File: config.mk
export PLATFORM = sky130hd
export DESIGN_NAME = game_fsm_lives
export DESIGN_NICKNAME = d
export VERILOG_FILES = /design/src/rtl/game_fsm_lives.sv
export SDC_FILE = /design/constraint.sdc
export NUM_CORES = 1
export LEC_CHECK = 0
export ABC_AREA = 1
export BUFFER_PORTS_ARGS = -buffer_cell sky130_fd_sc_hd__clkbuf_2
export CAP_MARGIN = 25
export CORE_MARGIN = 1.5
export CORE_UTILIZATION = 35
export DETAILED_ROUTE_END_ITERATION = 8
export PLACE_DENSITY = 0.47
export SLEW_MARGIN = 15
export SYNTH_ARGS = -nofsm -noshare
export SYNTH_HDL_FRONTEND = slang
export SYNTH_SLANG_ARGS = --single-unit
File: constraint.sdc
create_clock -name clk -period 2.05 [get_ports clk]
set_input_delay 0.205 -clock clk [delete_from_list [all_inputs] [get_ports clk]]
set_output_delay 0.205 -clock clk [all_outputs]
set_load 0.02 [all_outputs]
File: src/rtl/game_fsm_lives.sv
// Top-level game controller: settle, start screen, play, post-hit invulnerability,
// pause and game over, with a configurable lives count for the HUD.
module game_fsm_lives #(
  parameter  int unsigned LIVES       = 3,
  parameter  int unsigned HIT_TIMEOUT = 50_000_000,
  parameter  int unsigned INIT_CYCLES = 16,
  localparam int unsigned LW          = $clog2(LIVES + 1),
  localparam int unsigned TW          = $clog2(HIT_TIMEOUT + 1),
  localparam int unsigned IW          = $clog2(INIT_CYCLES + 1)
) (
  input  logic          clk,
  input  logic          hard_reset_n,
  input  logic          start,
  input  logic          pause,
  input  logic          collision,
  output logic [2:0]    game_state,
  output logic          game_en,
  output logic          game_reset,
  output logic          invuln,
  output logic [LW-1:0] lives_left
);

  typedef enum logic [2:0] {
    ST_INIT     = 3'b000,
    ST_IDLE     = 3'b001,
    ST_PLAYING  = 3'b010,
    ST_HIT      = 3'b011,
    ST_GAMEOVER = 3'b100,
    ST_PAUSED   = 3'b101
  } state_t;

  state_t        state;
  logic          start_reg;
  logic          pause_reg;
  logic [IW-1:0] init_cnt;
  logic [TW-1:0] hit_cnt;
  logic          start_pe;
  logic          pause_pe;

  // Rising-edge detect; a button held across reset release still yields one edge.
  assign start_pe = start & ~start_reg;
  assign pause_pe = pause & ~pause_reg;

  assign game_state = state;
  assign invuln     = (state == ST_HIT);

  always_ff @(posedge clk or negedge hard_reset_n) begin
    if (!hard_reset_n) begin
      state      <= ST_INIT;
      start_reg  <= 1'b0;
      pause_reg  <= 1'b0;
      init_cnt   <= '0;
      hit_cnt    <= '0;
      game_en    <= 1'b0;
      game_reset <= 1'b0;
      lives_left <= '0;
    end else begin
      start_reg  <= start;
      pause_reg  <= pause;
      game_reset <= 1'b0;

      case (state)
        ST_INIT: begin
          if (init_cnt == IW'(INIT_CYCLES - 1)) begin
            state    <= ST_IDLE;
            init_cnt <= '0;
          end else begin
            init_cnt <= init_cnt + IW'(1);
          end
        end

        ST_IDLE: begin
          if (start_pe) begin
            state      <= ST_PLAYING;
            lives_left <= LW'(LIVES);
            game_en    <= 1'b1;
            game_reset <= 1'b1;
          end
        end

        // Collision outranks a same-cycle pause edge, which is dropped.
        ST_PLAYING: begin
          if (collision) begin
            if (lives_left == LW'(1)) begin
              state      <= ST_GAMEOVER;
              lives_left <= '0;
              game_en    <= 1'b0;
            end else begin
              state      <= ST_HIT;
              lives_left <= lives_left - LW'(1);
              hit_cnt    <= TW'(HIT_TIMEOUT - 1);
            end
          end else if (pause_pe) begin
            state   <= ST_PAUSED;
            game_en <= 1'b0;
          end
        end

        ST_HIT: begin
          if (hit_cnt == '0) begin
            state <= ST_PLAYING;
          end else begin
            hit_cnt <= hit_cnt - TW'(1);
          end
        end

        ST_PAUSED: begin
          if (pause_pe) begin
            state   <= ST_PLAYING;
            game_en <= 1'b1;
          end
        end

        ST_GAMEOVER: begin
          if (start_pe) begin
            state      <= ST_INIT;
            init_cnt   <= '0;
            game_reset <= 1'b1;
          end
        end

        default: begin
          state    <= ST_INIT;
          init_cnt <= '0;
          game_en  <= 1'b0;
        end
      endcase
    end
  end

endmodule

Word-level counts from Yosys, hierarchy flattened
Index checks and enable logic that the tools add are counted.
{"block": "totals", "elab_cells": 74, "regBits": 40, "inputBits": 5}
{"block": "op_classes", "add_sub_neg": 3, "eq_ne": 17, "n_reduce_logical": 12, "bitwise": 6, "mux": 28}
{"cell": "26-bit 2-to-1 mux", "n": 3}
{"cell": "26-bit one-hot mux with 2 select lines", "n": 1}
{"cell": "26-bit zero test", "n": 1}
{"cell": "26-bit by 1-bit subtractor with 26-bit output, second input constant", "n": 1}
{"cell": "3-bit 2-to-1 mux", "n": 8}
{"cell": "3-bit one-hot mux with 6 select lines", "n": 1}
{"cell": "5-bit one-hot mux with 3 select lines", "n": 1}
{"cell": "2-bit inequality test, second input constant", "n": 7}
{"cell": "5-bit 2-to-1 mux", "n": 2}
{"cell": "1-bit 2-to-1 mux", "n": 7}
{"cell": "3-bit by 2-bit == test with 1-bit output, second input constant", "n": 2}
{"cell": "3-bit == test, second input constant", "n": 2}
{"cell": "2-bit 2-to-1 mux", "n": 3}
{"cell": "3-bit inequality test, second input constant", "n": 2}
{"cell": "6-bit AND reduction", "n": 1}
{"cell": "5-bit by 1-bit adder with 5-bit output, second input constant", "n": 1}
{"cell": "5-bit by 4-bit == test with 1-bit output, second input constant", "n": 1}
{"cell": "5-bit AND reduction", "n": 1}
{"cell": "1-bit NOT", "n": 4}
{"cell": "1-bit one-hot mux with 4 select lines", "n": 1}
{"cell": "2-bit one-hot mux with 2 select lines", "n": 1}
{"cell": "4-bit AND reduction", "n": 1}
{"cell": "2-bit nonzero test", "n": 2}
{"cell": "4-bit OR reduction", "n": 1}
{"cell": "other kinds (10)", "n": 11}

Logic depth before layout (Yosys ltp)
{"block": "logic_depth", "depth_word": 5, "depth_mapped": 10, "depth_no_buf": 10}

Least setup slack after synthesis
No wires, ideal clock.
{"block": "synth_path", "path_kind": "register -> register", "start": "register hit_cnt[0]", "end": "register hit_cnt[12]", "path_stages_with_launch": 11, "arrival_ps": 1502, "setup_slack_ps": 431, "period_less_slack_ps": 1619, "required_ps": 1933, "setup_time_ps": 117, "path_buffers": 1, "cell_sequence": "dfrtp_1 -> inv_1 -> ha_1 -> nand2_4 -> nor2_8 -> nand4_1 -> nand2_2 -> nand2_4 -> buf_6 -> nand2_1 -> nand2_1"}
{"block": "synth_via", "elab_chain_len": 3, "elab_cells_between_ends": 6, "classes_between": "1 x add/sub; 1 x eq/ne; 2 x mux; 2 x reduce/logical"}
{"element": "from (decl)", "line_no": "36", "text": "logic [TW-1:0] hit_cnt;"}
{"element": "from (signal assigned)", "line_no": "91", "text": "hit_cnt <= TW'(HIT_TIMEOUT - 1);"}
{"element": "from (signal assigned)", "line_no": "103", "text": "hit_cnt <= hit_cnt - TW'(1);"}
{"element": "26-bit by 1-bit subtractor with 26-bit output or 26-bit zero test (tied branches)", "line_no": "103, 100"}
{"element": "26-bit 2-to-1 mux or 2-bit inequality test (tied branches)"}
{"element": "26-bit one-hot mux with 2 select lines or 4-bit AND reduction (tied branches)"}
Parallel ways exist; a longest one is shown, timed or not. The select of a mux whose other input is x is not followed.
A chain may end at the register's enable or synchronous reset.

Worst setup path in the final report
{"block": "layout_path", "start": "register state[2], in the netlist game_state[2]", "end": "output invuln"}
{"block": "layout_via", "elab_chain_len": 1}
{"element": "from (decl)", "line_no": "32", "text": "state_t state;"}
{"element": "from (signal assigned)", "line_no": "49", "text": "state <= ST_INIT;"}
{"element": "from (signal assigned)", "line_no": "65", "text": "state <= ST_IDLE;"}
{"element": "from (signal assigned)", "line_no": "74", "text": "state <= ST_PLAYING;"}
{"element": "3-bit by 2-bit == test with 1-bit output", "line_no": "45", "text": "assign invuln = (state == ST_HIT);"}
{"element": "to (decl)", "line_no": "19", "text": "output logic invuln,"}
Every way passes these cells.

==> flow_summary.yaml <==
run_status:
  status: "finished clean"
power:
  powerDensity_nw_per_um2: 1400
  p_leak_nw: 1.467
  ir_drop_v: 0.0005698
setup_path:
  end_kind: "output pin"
  crit_path_max_fanout: 15
  cp_slowest_cell: "dfrtp_1"
  critPathKind: "register to output pin"
  path_cells: "inv_2, nand2_4, nor2_4, buf_4, clkbuf_2"
  critPathLaunchType: "register"
  slowest_delay_ns: 0.47
  cp.arrival_ns: 1.74
  worstReg2RegStart: "hit_cnt[0]"
  critPathLaunch: "game_state[2]"
  crit_required_ns: 1.85
  reg2regPathDepth: 9
floorplan:
  rows: 31
  core_sq_um: 7292
  die_w_microns: 89.85
  initial_utilization_pct: 36.20
  die_h_microns: 89.85
  fp.dieArea_sq_um: 8073
  io_pins: 13
synthesis:
  synthTopCellsByCount: "129 x nand2_1, 61 x nand3_1, 57 x nor2_1, 40 x dfrtp_1, 25 x inv_1"
  syn_area_sq_um: 2640
  async_flop_share_pct: 100.0
  yosysTopAreaCellShare_pct: 37.91
  yosysUniqueCellTypes: 36
  netlist_instances: 382
  ys_seq_elements: 40
  ys_seq_area_share_pct: 37.91
  syn-num-nets: 390
  syn_avg_cell_area_sq_um: 6.911
  ys_warn_count: 0
  synthTopCellsByArea: "dfrtp_1 38%, nand2_1 18%, nand3_1 12%"
  synth_area_leader_cell: "dfrtp_1"
  yosysMostFrequentCell: "nand2_1"
  synth_edf_count: 0
  ys.flop_type: "dfrtp_1"
run:
  cap_violations: 0
placement:
  dp_hpwl_mm: 4.737
  place.port_buffers: 12
  dp_slack_ns: 0.1500
  place.gp.congestion: 0.8270
worst_hold_path:
  whs_path_depth: 1
  holdCritPathClass: "primary input to register"
  holdCritStartpoint: "start"
drt:
  drtAntennaViolNets: 0
  post_drt_via_cell_ratio: 4.816
  wl_per_cell_microns: 13.13
  firstDrtPassIters: 5
  wl_mm: 6.565
  route.detailed.drc: 0
  vias: 2408
  dr.first_iter.drc_count: 96
final_layout:
  n_antenna_cell: 0
  drive_above_1_share_pct: 12.72
  areaGrowthSynthToFinish_pct: 11.80
  seq_area_sq_um: 1001
  top_register: "hit_cnt"
  multi_input_area_sq_um: 1481
  largest_reg_flops: 26
  nFillCells: 813
  nNetsFinal: 408
timing:
  tns_ns: 0
  period_needed_ns: 1.950
  finClkSkew_ns: 0.006469
  slew_headroom_pct: 57.33
  max_freq_mhz: 512.9
  period_share_pct: 95.11
  rsz0062_at_grt: "false"
  setup-violations-final: 0
  worstMarginPinSlew_ns: 0.6401
  hold_violations: 0
  drv_slew: 0
  postLayoutSetupSlackWorst_ns: 0.1002
clock_tree:
  htreeDepth: 2
  cts_buffer_depth: 2
  cts_tree: "yes"
  clkSlewWorstSetupHoldPaths_ns: 0.09
  root_buffer: "clkbuf_8"
  cts_inserted_buffers: 5
  cts.sinks: 40
  clk-insertion-delay-late_ns: 0.30
global_routing:
  antenna_found_initial: 0
  gr-usage-all-layers_pct: 17.28
  grt_overflow: 0
  grt_pass1_vias: 2279
  grt_max_degree: 27
  grt_first_pass_wirelength_mm: 11.29
[cells by family (layout without fill, tap and decap cells)]
family                   after synthesis  count (layout)  synth area share, %
AND/OR/NAND/NOR                      284             284                49.34
flip-flops                            40              40                37.91
buffers and inverters                 36              55                6.587
AO/OA/AOI/OAI                         16              16                3.744
adder cells (fa/ha/maj)                3               3                1.422
XOR/XNOR                               3               3               0.9954
[where the power goes]
part,switching (mW),total [mW],leakage (nW),internal [mW]
logic,1.32,2.00,0.912,0.679
clock network,0.308,0.707,0.0614,0.399
registers,0.352,1.42,0.494,1.07
total,1.98,4.13,1.47,2.15
[critical path: cells and delay by family, from the launching register on]
| family | cells | cell delay (ns) |
|---|---|---|
| buffers and inverters | 3 | 0.67 |
| DFF | 1 | 0.47 |
| and+or+nand+nor | 2 | 0.31 |
[metrics by stage]
| stage | cells | area [sq um] | power, mW | hold WS [ns] | utilization (%) |
|---|---|---|---|---|---|
| after floorplan | 382 | 2640 | 2.948 | -0.09059 | - |
| after global placement | 491 | 2804 | 3.414 | 0.2760 | 38.45 |
| after detailed placement | 491 | 2804 | 3.433 | 0.2740 | 38.45 |
| after CTS | 500 | 2940 | 4.163 | 0.01971 | 40.32 |
| after global routing | 500 | 2952 | 4.529 | 0.02068 | 40.48 |
| final | 500 | 2952 | 4.133 | 0.02362 | 40.48 |
[worst paths after layout]
kind,endpoint,slack [ns]
hold reg to reg,hit_cnt[0],0.49
setup reg to reg,hit_cnt[22],0.23
setup / recovery,invuln,0.10
hold / removal,start_reg,0.02
min in group asynchronous,hit_cnt[6],0.46
max in group asynchronous,hit_cnt[17],1.00
[cell usage in the layout, fill, tap and decap left out, types with 2 or more instances in the layout]
cell type	n
nor2_1	57
o21ai_0	4
nand2_1	129
or2_1	2
a21oi_1	4
nand4_1	8
ha_1	2
nand3_1	61
nor2_4	4
clkbuf_8	6
buf_4	7
clkbuf_2	12
o31ai_1	2
dfrtp_1	40
nand2_4	2
inv_2	2
xnor2_1	2
inv_1	25
nand3b_1	4
nor2_2	3
or2_2	5
nand2_2	2
[area by class of cell]
type,instances,share of cell area (%)
Tap cell,99,4.197
Clock buffer,6,2.798
Sequential cell,40,33.91
Clock inverter,2,1.314
Timing Repair Buffer,20,4.154
Multi-Input combinational cell,306,50.19
Inverter,27,3.434
[layer usage]
| metal | routed length (microns) | GRT usage, % | vias up |
|---|---|---|---|
| met3 | 200 | 3.130 | 6 |
| met4 | 83 | 5.159 | 0 |
| li1 | - | - | 1269 |
| met5 | 0 | 0 | - |
| met2 | 3117 | 29.20 | 27 |
| met1 | 3164 | 22.49 | 1106 |
[repair_timing]
action / CTS / global route
endpoints found under the hold margin: 22 / 0
setup endpoints to repair: 1 / 26
hold buffers: 1 / 0
resized for setup: 1 / 2
buffers inserted: 0 / 0
No activity file was read; power rests on OpenSTA's default activity.
